==> config.mk <==
export PLATFORM = sky130hd
export DESIGN_NAME = mem_wb_pipe_flat
export DESIGN_NICKNAME = d
export VERILOG_FILES = /design/src/rtl/mem_wb_pipe_if.sv /design/src/rtl/mem_wb_pipe.sv /design/src/flat_wrapper.sv
export SDC_FILE = /design/constraint.sdc
export NUM_CORES = 1
export LEC_CHECK = 0
export BUFFER_PORTS_ARGS = -buffer_cell sky130_fd_sc_hd__clkbuf_2
export CAP_MARGIN = 20
export CORE_MARGIN = 1
export CORE_UTILIZATION = 51
export CTS_CLUSTER_DIAMETER = 200
export DETAILED_ROUTE_END_ITERATION = 10
export GPL_TIMING_DRIVEN = 0
export MAX_ROUTING_LAYER = met4
export PLACE_DENSITY = 0.84
export SYNTH_ARGS = -nofsm -noshare
export SYNTH_HDL_FRONTEND = slang
export SYNTH_SLANG_ARGS = --single-unit
==> constraint.sdc <==
create_clock -name clk -period 2.5 [get_ports clk]
set_clock_uncertainty 0.1 [all_clocks]
set_input_delay 0.125 -clock clk [delete_from_list [all_inputs] [get_ports clk]]
set_output_delay 0.125 -clock clk [all_outputs]
set_load 0.005 [all_outputs]
==> src/rtl/mem_wb_pipe_if.sv <==
// Data-memory request/ack bus between the MEM stage and the data memory.
// Combinational bundle; the request side holds every field stable until ack.
// The memory stretches an access simply by withholding dmem_ack.
interface mem_wb_pipe_if;
    logic        dmem_req;
    logic        dmem_we;
    logic [31:0] dmem_addr;
    logic [31:0] dmem_wdata;
    logic        dmem_ack;
    logic [31:0] dmem_rdata;

    modport master (
        output dmem_req, dmem_we, dmem_addr, dmem_wdata,
        input  dmem_ack, dmem_rdata
    );

    modport slave (
        input  dmem_req, dmem_we, dmem_addr, dmem_wdata,
        output dmem_ack, dmem_rdata
    );
endinterface

==> src/rtl/mem_wb_pipe.sv <==
// MEM stage: EX/MEM register, data-memory handshake FSM, MEM/WB register (MEM_TIMEOUT_EN adds a WAIT timeout).
// Latency: 1 cycle for non-memory ops, 2+ cycles for loads/stores (WAIT until ack, then DONE).
// Backpressure: mem_busy holds EX/MEM and stalls upstream while in WAIT; WB receives bubbles meanwhile.
module mem_wb_pipe #(
    parameter int TIMEOUT = 255
) (
    input  logic               clk,
    input  logic               rst,
    input  logic               ex_valid,
    input  logic [4:0]         ex_rf_wa,
    input  logic               ex_rf_we,
    input  logic [1:0]         ex_rf_wd_sel,
    input  logic [31:0]        ex_alu_res,
    input  logic [31:0]        ex_pc_add4,
    input  logic               ex_mem_re,
    input  logic               ex_mem_we,
    input  logic [31:0]        ex_dmem_wd,
    mem_wb_pipe_if.master      bus,
    output logic               mem_busy,
    output logic [4:0]         mem_rf_wa,
    output logic               mem_rf_we,
    output logic [1:0]         mem_rf_wd_sel,
    output logic [31:0]        dmem_rd_out,
    output logic [4:0]         wb_rf_wa,
    output logic               wb_rf_we,
    output logic [31:0]        wb_rf_wd,
    output logic               mem_err
);

    typedef enum logic [1:0] {S_IDLE, S_WAIT, S_DONE} state_t;

    state_t      state;
    logic [31:0] alu_res_q;
    logic [31:0] pc_add4_q;
    logic        mem_re_q;
    logic        mem_we_q;
    logic [31:0] dmem_wd_q;

    logic in_wait;
    logic ex_is_mem;
    logic ack_hit;
    logic to_hit;
    logic wb_ok;

    if (TIMEOUT < 1) begin : g_bad_timeout
        $error("TIMEOUT must be at least 1");
    end

    assign in_wait   = (state == S_WAIT);
    assign ex_is_mem = ex_valid & (ex_mem_re | ex_mem_we);
    assign ack_hit   = in_wait & bus.dmem_ack;

    assign mem_busy       = in_wait;
    assign bus.dmem_req   = in_wait;
    assign bus.dmem_we    = in_wait & mem_we_q;
    assign bus.dmem_addr  = in_wait ? alu_res_q : 32'h0;
    assign bus.dmem_wdata = in_wait ? dmem_wd_q : 32'h0;

`ifdef MEM_TIMEOUT_EN
    localparam int CW = (TIMEOUT > 255) ? $clog2(TIMEOUT + 1) : 8;

    logic [CW-1:0] to_cnt;
    logic          aborted;
    logic          err_q;

    assign to_hit = in_wait & ~bus.dmem_ack & (to_cnt == CW'(TIMEOUT - 1));

    // DONE lasts exactly one cycle, so aborted marks precisely the aborted instruction.
    always_ff @(posedge clk) begin
        if (rst) begin
            to_cnt  <= '0;
            aborted <= 1'b0;
            err_q   <= 1'b0;
        end else begin
            to_cnt  <= (in_wait && !bus.dmem_ack && !to_hit) ? to_cnt + 1'b1 : '0;
            aborted <= to_hit;
            if (to_hit) err_q <= 1'b1;
        end
    end

    assign wb_ok   = ~aborted;
    assign mem_err = err_q;
`else
    assign to_hit  = 1'b0;
    assign wb_ok   = 1'b1;
    assign mem_err = 1'b0;
`endif

    always_ff @(posedge clk) begin
        if (rst) begin
            state         <= S_IDLE;
            mem_rf_wa     <= '0;
            mem_rf_we     <= 1'b0;
            mem_rf_wd_sel <= '0;
            alu_res_q     <= '0;
            pc_add4_q     <= '0;
            mem_re_q      <= 1'b0;
            mem_we_q      <= 1'b0;
            dmem_wd_q     <= '0;
            dmem_rd_out   <= '0;
            wb_rf_wa      <= '0;
            wb_rf_we      <= 1'b0;
            wb_rf_wd      <= '0;
        end else begin
            case (state)
                S_IDLE:  state <= ex_is_mem ? S_WAIT : S_IDLE;
                S_WAIT:  if (ack_hit || to_hit) state <= S_DONE;
                S_DONE:  state <= ex_is_mem ? S_WAIT : S_IDLE;
                default: state <= S_IDLE;
            endcase

            if (!mem_busy) begin
                mem_rf_wa     <= ex_valid ? ex_rf_wa     : 5'd0;
                mem_rf_we     <= ex_valid & ex_rf_we;
                mem_rf_wd_sel <= ex_valid ? ex_rf_wd_sel : 2'd0;
                alu_res_q     <= ex_valid ? ex_alu_res   : 32'h0;
                pc_add4_q     <= ex_valid ? ex_pc_add4   : 32'h0;
                mem_re_q      <= ex_valid & ex_mem_re;
                mem_we_q      <= ex_valid & ex_mem_we;
                dmem_wd_q     <= ex_valid ? ex_dmem_wd   : 32'h0;
            end

            // Store wins when both re and we are set: nothing is captured.
            if (ack_hit && mem_re_q && !mem_we_q)
                dmem_rd_out <= bus.dmem_rdata;

            if (mem_busy) begin
                wb_rf_wa <= '0;
                wb_rf_we <= 1'b0;
                wb_rf_wd <= '0;
            end else begin
                wb_rf_wa <= mem_rf_wa;
                wb_rf_we <= mem_rf_we & (mem_rf_wa != 5'd0) & wb_ok;
                case (mem_rf_wd_sel)
                    2'b00:   wb_rf_wd <= alu_res_q;
                    2'b01:   wb_rf_wd <= dmem_rd_out;
                    2'b10:   wb_rf_wd <= pc_add4_q;
                    default: wb_rf_wd <= 32'h0;
                endcase
            end
        end
    end

endmodule

==> src/flat_wrapper.sv <==
// flat-port wrapper written by rule: the top's interface ports become plain ports
module mem_wb_pipe_flat 
#(
    parameter int TIMEOUT = 255
)
  (clk, rst, ex_valid, ex_rf_wa, ex_rf_we, ex_rf_wd_sel, ex_alu_res, ex_pc_add4, ex_mem_re, ex_mem_we, ex_dmem_wd, mem_busy, mem_rf_wa, mem_rf_we, mem_rf_wd_sel, dmem_rd_out, wb_rf_wa, wb_rf_we, wb_rf_wd, mem_err, bus_dmem_req, bus_dmem_we, bus_dmem_addr, bus_dmem_wdata, bus_dmem_ack, bus_dmem_rdata);
  mem_wb_pipe_if bus_i ();
  input  logic clk;
  input  logic rst;
  input  logic ex_valid;
  input  logic [4:0] ex_rf_wa;
  input  logic ex_rf_we;
  input  logic [1:0] ex_rf_wd_sel;
  input  logic [31:0] ex_alu_res;
  input  logic [31:0] ex_pc_add4;
  input  logic ex_mem_re;
  input  logic ex_mem_we;
  input  logic [31:0] ex_dmem_wd;
  output logic mem_busy;
  output logic [4:0] mem_rf_wa;
  output logic mem_rf_we;
  output logic [1:0] mem_rf_wd_sel;
  output logic [31:0] dmem_rd_out;
  output logic [4:0] wb_rf_wa;
  output logic wb_rf_we;
  output logic [31:0] wb_rf_wd;
  output logic mem_err;
  output wire logic [$bits(bus_i.dmem_req)-1:0] bus_dmem_req;
  output wire logic [$bits(bus_i.dmem_we)-1:0] bus_dmem_we;
  output wire logic [$bits(bus_i.dmem_addr)-1:0] bus_dmem_addr;
  output wire logic [$bits(bus_i.dmem_wdata)-1:0] bus_dmem_wdata;
  input wire logic [$bits(bus_i.dmem_ack)-1:0] bus_dmem_ack;
  input wire logic [$bits(bus_i.dmem_rdata)-1:0] bus_dmem_rdata;
  assign bus_dmem_req = bus_i.dmem_req;
  assign bus_dmem_we = bus_i.dmem_we;
  assign bus_dmem_addr = bus_i.dmem_addr;
  assign bus_dmem_wdata = bus_i.dmem_wdata;
  assign bus_i.dmem_ack = bus_dmem_ack;
  assign bus_i.dmem_rdata = bus_dmem_rdata;
  mem_wb_pipe #(.TIMEOUT(TIMEOUT)) u_core (.clk(clk), .rst(rst), .ex_valid(ex_valid), .ex_rf_wa(ex_rf_wa), .ex_rf_we(ex_rf_we), .ex_rf_wd_sel(ex_rf_wd_sel), .ex_alu_res(ex_alu_res), .ex_pc_add4(ex_pc_add4), .ex_mem_re(ex_mem_re), .ex_mem_we(ex_mem_we), .ex_dmem_wd(ex_dmem_wd), .bus(bus_i), .mem_busy(mem_busy), .mem_rf_wa(mem_rf_wa), .mem_rf_we(mem_rf_we), .mem_rf_wd_sel(mem_rf_wd_sel), .dmem_rd_out(dmem_rd_out), .wb_rf_wa(wb_rf_wa), .wb_rf_we(wb_rf_we), .wb_rf_wd(wb_rf_wd), .mem_err(mem_err));
endmodule
Yosys cells after proc, flatten, opt, wreduce, memory -nomap -nowiden. Index checks and enable logic that the tools add are counted.

Reduce and logical (&&, ||, !) cells: 8. Shifts and indexed selects: 0. Div/mod/pow operators: 0. Add/sub/neg operators: 0. Eq/ne operators: 5. Bitwise logic cells: 8. $lt $le $gt $ge: 0. $mul: 0. Mux-type cells: 11.

Operators with widths (count): 32-bit 2-to-1 mux (5); 32-bit one-hot mux with 3 select lines (1); 1-bit bitwise AND (7); 5-bit 2-to-1 mux (1); 5-bit nonzero test (1); 2-bit by 1-bit == test with 1-bit output, second input constant (2); 2-bit == test, second input constant (2); 2-bit logical NOT (2); 2-bit 2-to-1 mux (2); 2-bit one-hot mux with 2 select lines (1); 2-bit OR reduction (2); 1-bit logical AND (2); 2-bit inequality test, second input constant (1); 1-bit logical NOT (1); 1-bit 2-to-1 mux (1); 1-bit OR (1).

Input port bits: 142. Memories: 0. Bits in writable memories: 0. Bits in latches: 0. Flip-flop bits (word level): 178. ROM bits: 0. Logic and storage cells: 45.

Logic depth before layout (Yosys ltp).
Word-level depth: 4. Mapped depth: 7. Mapped depth without buffers: 4.

Least setup slack after synthesis. OpenSTA, ideal clock, no wires.

Path kind: register to output. Start: register u_core.state[1]. End: output bus_dmem_addr[10]. Arrival: 1.228 ns. Stages on the path, launching flop included: 7. Path buffers: 3. Data required time: 2.275 ns. Slack: 1.047 ns. Cell sequence: dfxtp_1 > nand2b_1 > buf_4 > inv_2 > clkbuf_1 > clkbuf_1 > and2_1.

Longest elaborated chain between the ends: 2.

Ends and longest elaborated chain: start, declared (line mem_wb_pipe.sv:32) `state_t state;`; start signal, assigned (line mem_wb_pipe.sv:106) `S_IDLE: state <= ex_is_mem ? S_WAIT : S_IDLE;`; start signal, assigned (line mem_wb_pipe.sv:108) `S_DONE: state <= ex_is_mem ? S_WAIT : S_IDLE;`; 2-bit by 1-bit == test with 1-bit output (line mem_wb_pipe.sv:49) `assign in_wait = (state == S_WAIT);`; 32-bit 2-to-1 mux (line mem_wb_pipe.sv:56) `assign bus.dmem_addr = in_wait ? alu_res_q : 32'h0;`; end, declared (line flat_wrapper.sv:30) `output wire logic [$bits(bus_i.dmem_addr)-1:0] bus_dmem_addr;`.

No other way between the ends.

Worst setup path after layout.
Start: register u_core.state[1]. End: output bus_dmem_addr[23].

Same word-level chain as after synthesis.

==> results.txt <==
- Share of cells above drive strength 1: 34.0%
- Syn nets: 794
- Static timing analysis puts the maximum clock frequency at 436 MHz.
* Final RePlAce weighted congestion: 0.827
- Root buffer selected by CTS: sky130_fd_sc_hd__clkbuf_16
- Entering global routing, the biggest net connects 17 pins.
- Run status: completed
- TritonCTS built the clock tree.
- Average footprint of a synthesized cell: 10.5 um2
* Leakage component of the power: 0.00475 uW
* CP delay by family, top: buffers and inverters
- Proportion of netlist area held by the largest area contributor: 51.9%
- Slew HR: 58.1%
* Unrepaired setup endpoints after global routing: no
- Number of flip-flops and latches in the synthesized netlist: 178
- From synthesis to final layout, the design area changed by 53.4%.
- The share of total power dissipated in combinational logic is 11.6%.
* Final count of negative-setup-slack endpoints: 0
- Clock latency on the worst-skew pair, taken at its later pin, is 440 ps.
- After clock tree synthesis, the repair step resized 0 gates.
- Part of the power in registers: 45.5%
- The first detailed-routing pass took 5 iterations.
- Gate count after technology mapping: 652
* Count of nets after finishing: 1237
- The worst setup path is launched from a flip-flop.
* Number of buffers on the longest clock path: 2
* Overall overflow remaining after global route: 0
- Fill cells: 768
- Number of max-cap violations: 0
- After clock tree synthesis, the clock-pin slew on the worst setup and hold paths is 60 ps.
- Number of antenna violations at the first check in global routing: 1
- Die Height: 118 um
* Total count of hold-check failures in the final report: 0
* Library cells used by synthesis: 24
- In this run the worst path has a maximum fanout of 15.
- IO Count: 288
- Max Slew Vio Count: 0
* Post-synth design cell area: 6870 um2
- After detailed routing, the number of vias per cell comes to 5.40.
- The worst setup path is of the flip-flop to output pin kind.
- The initialized floorplan defines 42 standard-cell rows.
* Yosys warning count: 0
* Routed length per placed instance: 19.5 um
* Final worst setup slack: 206 ps
- Buffer count from post-CTS setup fixing: 0
* Minimum clock period after layout: 2290 ps
- Seq/Total Area, Yosys: 51.9%
- The HPWL after detailed placement is 14500 um.
- The synthesized design spends more area on one cell type than any other, namely sky130_fd_sc_hd__dfxtp_1.
- Cell with the largest stage delay on the worst path: sky130_fd_sc_hd__clkbuf_1
- Full die area: 13900 um2
- The tree built by TritonCTS fans out to 178 sinks.
* Internal power: 5090 uW
* Highest cell delay on the worst timing path: 460 ps
- Area of all sequential standard cells: 3560 um2
- In this run the tool buffered the top-level ports with 285 buffer cells.
- Area of the multi-input gates: 3000 um2
- TritonCTS buffer count: 17
- Dpl ws: 344 ps
* Detailed-route DRC error count: 0
* Total routing usage reported by global routing: 37.2%
- Power density relative to cell area: 630 nW/um2
* Cell breakdown of the critical path: nand2b_1 > buf_4 > inv_2 > clkbuf_1 > and2_1 > clkbuf_2
* Post-route antenna net violation count: 0
- The detailed router finished its first iteration with 505 violations.
- Data arrival time of the worst path: 2070 ps
* Data required, critical path: 2280 ps
- The min-delay analysis places its worst path in the category primary input to flip-flop.
* Worst slew pin tran: 628 ps
* Core outline area: 13200 um2
- The clock network is responsible for 42.9% of the overall power.
- The floorplan step set the die width to 118 um.
* Level count of the clock H-tree: 4
- The via count of the first global-routing pass came to 7403.
- Final hold analysis gives a worst-case slack of 23.3 ps.
- After synthesis, the cell types taking the most area are sky130_fd_sc_hd__dfxtp_1 (52%), sky130_fd_sc_hd__a22o_1 (13%), sky130_fd_sc_hd__mux2i_1 (9.3%).
* Overall routed net length: 25100 um
- The first global-routing pass estimated 38800 um of wire.
* Switching pwr: 1540 uW
- Accumulated negative setup slack: 0 ps
- For this configuration, the core starts out at a cell density of 52.1%.
* Total buffers and inverters traversed by the critical path: 4
* Peak supply drop: 466 uV
- Routed vias: 6937
- Proportion of total power due to net switching: 23.2%
- Tcrit/Tclk final: 91.7%
- The worst setup path is captured at an output pin.
per-stage QoR:
| step | instance area (um2) | utilization (%) | power [uW] | instances |
|---|---|---|---|---|
| 2_1_floorplan | 6870 | - | 3360 | 652 |
| 3_3_place_gp | 8520 | 64.6 | 3610 | 1113 |
| 3_5_place_dp | 8520 | 64.6 | 3630 | 1113 |
| 4_1_cts | 10500 | 79.9 | 6570 | 1284 |
| 5_1_grt | 10500 | 79.9 | 6820 | 1285 |
| 6_report | 10500 | 79.9 | 6640 | 1285 |
path summary, 6_finish.rpt:
path	from	end	slack, ps	depth (start not counted)
hold / removal	ex_valid	u_core.state[0]	20	4
setup reg to reg	u_core.state[1]	u_core.alu_res_q[24]	550	6
setup / recovery	u_core.state[1]	bus_dmem_addr[23]	210	6
hold reg to reg	u_core.mem_re_q	u_core.mem_re_q	360	2
synthesized netlist by cell type:
master	number
sky130_fd_sc_hd__a21oi_1	32
sky130_fd_sc_hd__a22o_1	105
sky130_fd_sc_hd__and2_1	71
sky130_fd_sc_hd__buf_2	14
sky130_fd_sc_hd__buf_4	10
sky130_fd_sc_hd__buf_6	5
sky130_fd_sc_hd__clkbuf_1	27
sky130_fd_sc_hd__conb_1	1
sky130_fd_sc_hd__dfxtp_1	178
sky130_fd_sc_hd__inv_2	1
sky130_fd_sc_hd__mux2i_1	64
sky130_fd_sc_hd__nand2_1	34
sky130_fd_sc_hd__nand2b_1	66
sky130_fd_sc_hd__nand3_1	1
sky130_fd_sc_hd__nor2_1	3
sky130_fd_sc_hd__nor2_2	1
sky130_fd_sc_hd__nor2b_1	1
sky130_fd_sc_hd__nor3_4	1
sky130_fd_sc_hd__nor3b_2	1
sky130_fd_sc_hd__o21ai_0	1
sky130_fd_sc_hd__o22a_1	2
sky130_fd_sc_hd__o311a_1	1
sky130_fd_sc_hd__or2_2	31
sky130_fd_sc_hd__or3_1	1
repair_timing:
| action | CTS | global route |
|---|---|---|
| setup endpoints to repair | 11 | 0 |
| endpoints found under the hold margin | 140 | 0 |
| hold buffers | 140 | 0 |
cell usage in the layout, fill, tap and decap left out, types with 2 or more instances in the layout:
cell type                       instances
sky130_fd_sc_hd__nor2_1                 3
sky130_fd_sc_hd__clkinv_2               2
sky130_fd_sc_hd__mux2i_1               64
sky130_fd_sc_hd__buf_2                 14
sky130_fd_sc_hd__clkbuf_1              30
sky130_fd_sc_hd__buf_4                 10
sky130_fd_sc_hd__buf_6                  5
sky130_fd_sc_hd__nand2_1               34
sky130_fd_sc_hd__clkbuf_16             17
sky130_fd_sc_hd__and2_1                71
sky130_fd_sc_hd__o22a_1                 2
sky130_fd_sc_hd__bufinv_16              4
sky130_fd_sc_hd__clkbuf_2             285
sky130_fd_sc_hd__a21oi_1               32
sky130_fd_sc_hd__dlygate4sd3_1        140
sky130_fd_sc_hd__a22o_1               105
sky130_fd_sc_hd__dfxtp_1              178
sky130_fd_sc_hd__or2_2                 31
sky130_fd_sc_hd__nand2b_1              66
sky130_fd_sc_hd__clkinvlp_4             2
sky130_fd_sc_hd__clkbuf_8               2
final cells by class:
type,count,share of cell area [%]
Antenna cell,1,0.0237
Buffer,55,2.84
Clock buffer,23,4.44
Clock inverter,9,1.46
Inverter,1,0.0356
Multi-Input combinational cell,417,28.5
Sequential cell,178,33.8
Tap cell,176,2.09
Timing Repair Buffer,425,26.8
flip-flops by register name (all words and copies together), names as in the netlist:
name / count
u_core.alu_res_q: 32
u_core.dmem_rd_out: 32
u_core.dmem_wd_q: 32
u_core.pc_add4_q: 32
u_core.wb_rf_wd: 32
u_core.mem_rf_wa: 5
u_core.wb_rf_wa: 5
u_core.mem_rf_wd_sel: 2
u_core.state: 2
u_core.mem_re_q: 1
u_core.mem_rf_we: 1
u_core.mem_we_q: 1
u_core.wb_rf_we: 1
kinds of logic after synthesis:
kind of cell | Yosys count | share of synthesized area (%)
compound gates | 141 | 16.2
buf+inv | 57 | 4.46
simple gates | 211 | 18.1
mux | 64 | 9.33
other cells | 1 | 0.0546
flops | 178 | 51.9
power groups by stage:
| stage | logic, uW | registers, uW | clock network [uW] |
|---|---|---|---|
| floorplan | 299 | 3060 | 0 |
| global placement | 542 | 3070 | 0 |
| detailed placement | 555 | 3070 | 0 |
| CTS | 736 | 3010 | 2820 |
| global route | 817 | 3030 | 2970 |
| finish | 769 | 3020 | 2850 |
worst reg2reg max path, delay by kind of cell (launching register included):
family | cells | cell delay, ps
buf+inv | 3 | 820
compound gates | 1 | 200
flops | 1 | 290
simple gates | 2 | 470
per-layer routing:
metal / part of all wire, % / track usage (%)
met5: 0 / -
met2: 50 / 63.1
met4: 5.0 / 21.7
met1: 39 / 39.9
met3: 5.9 / 8.04
Note: power is estimated with default switching activity, not from simulation.
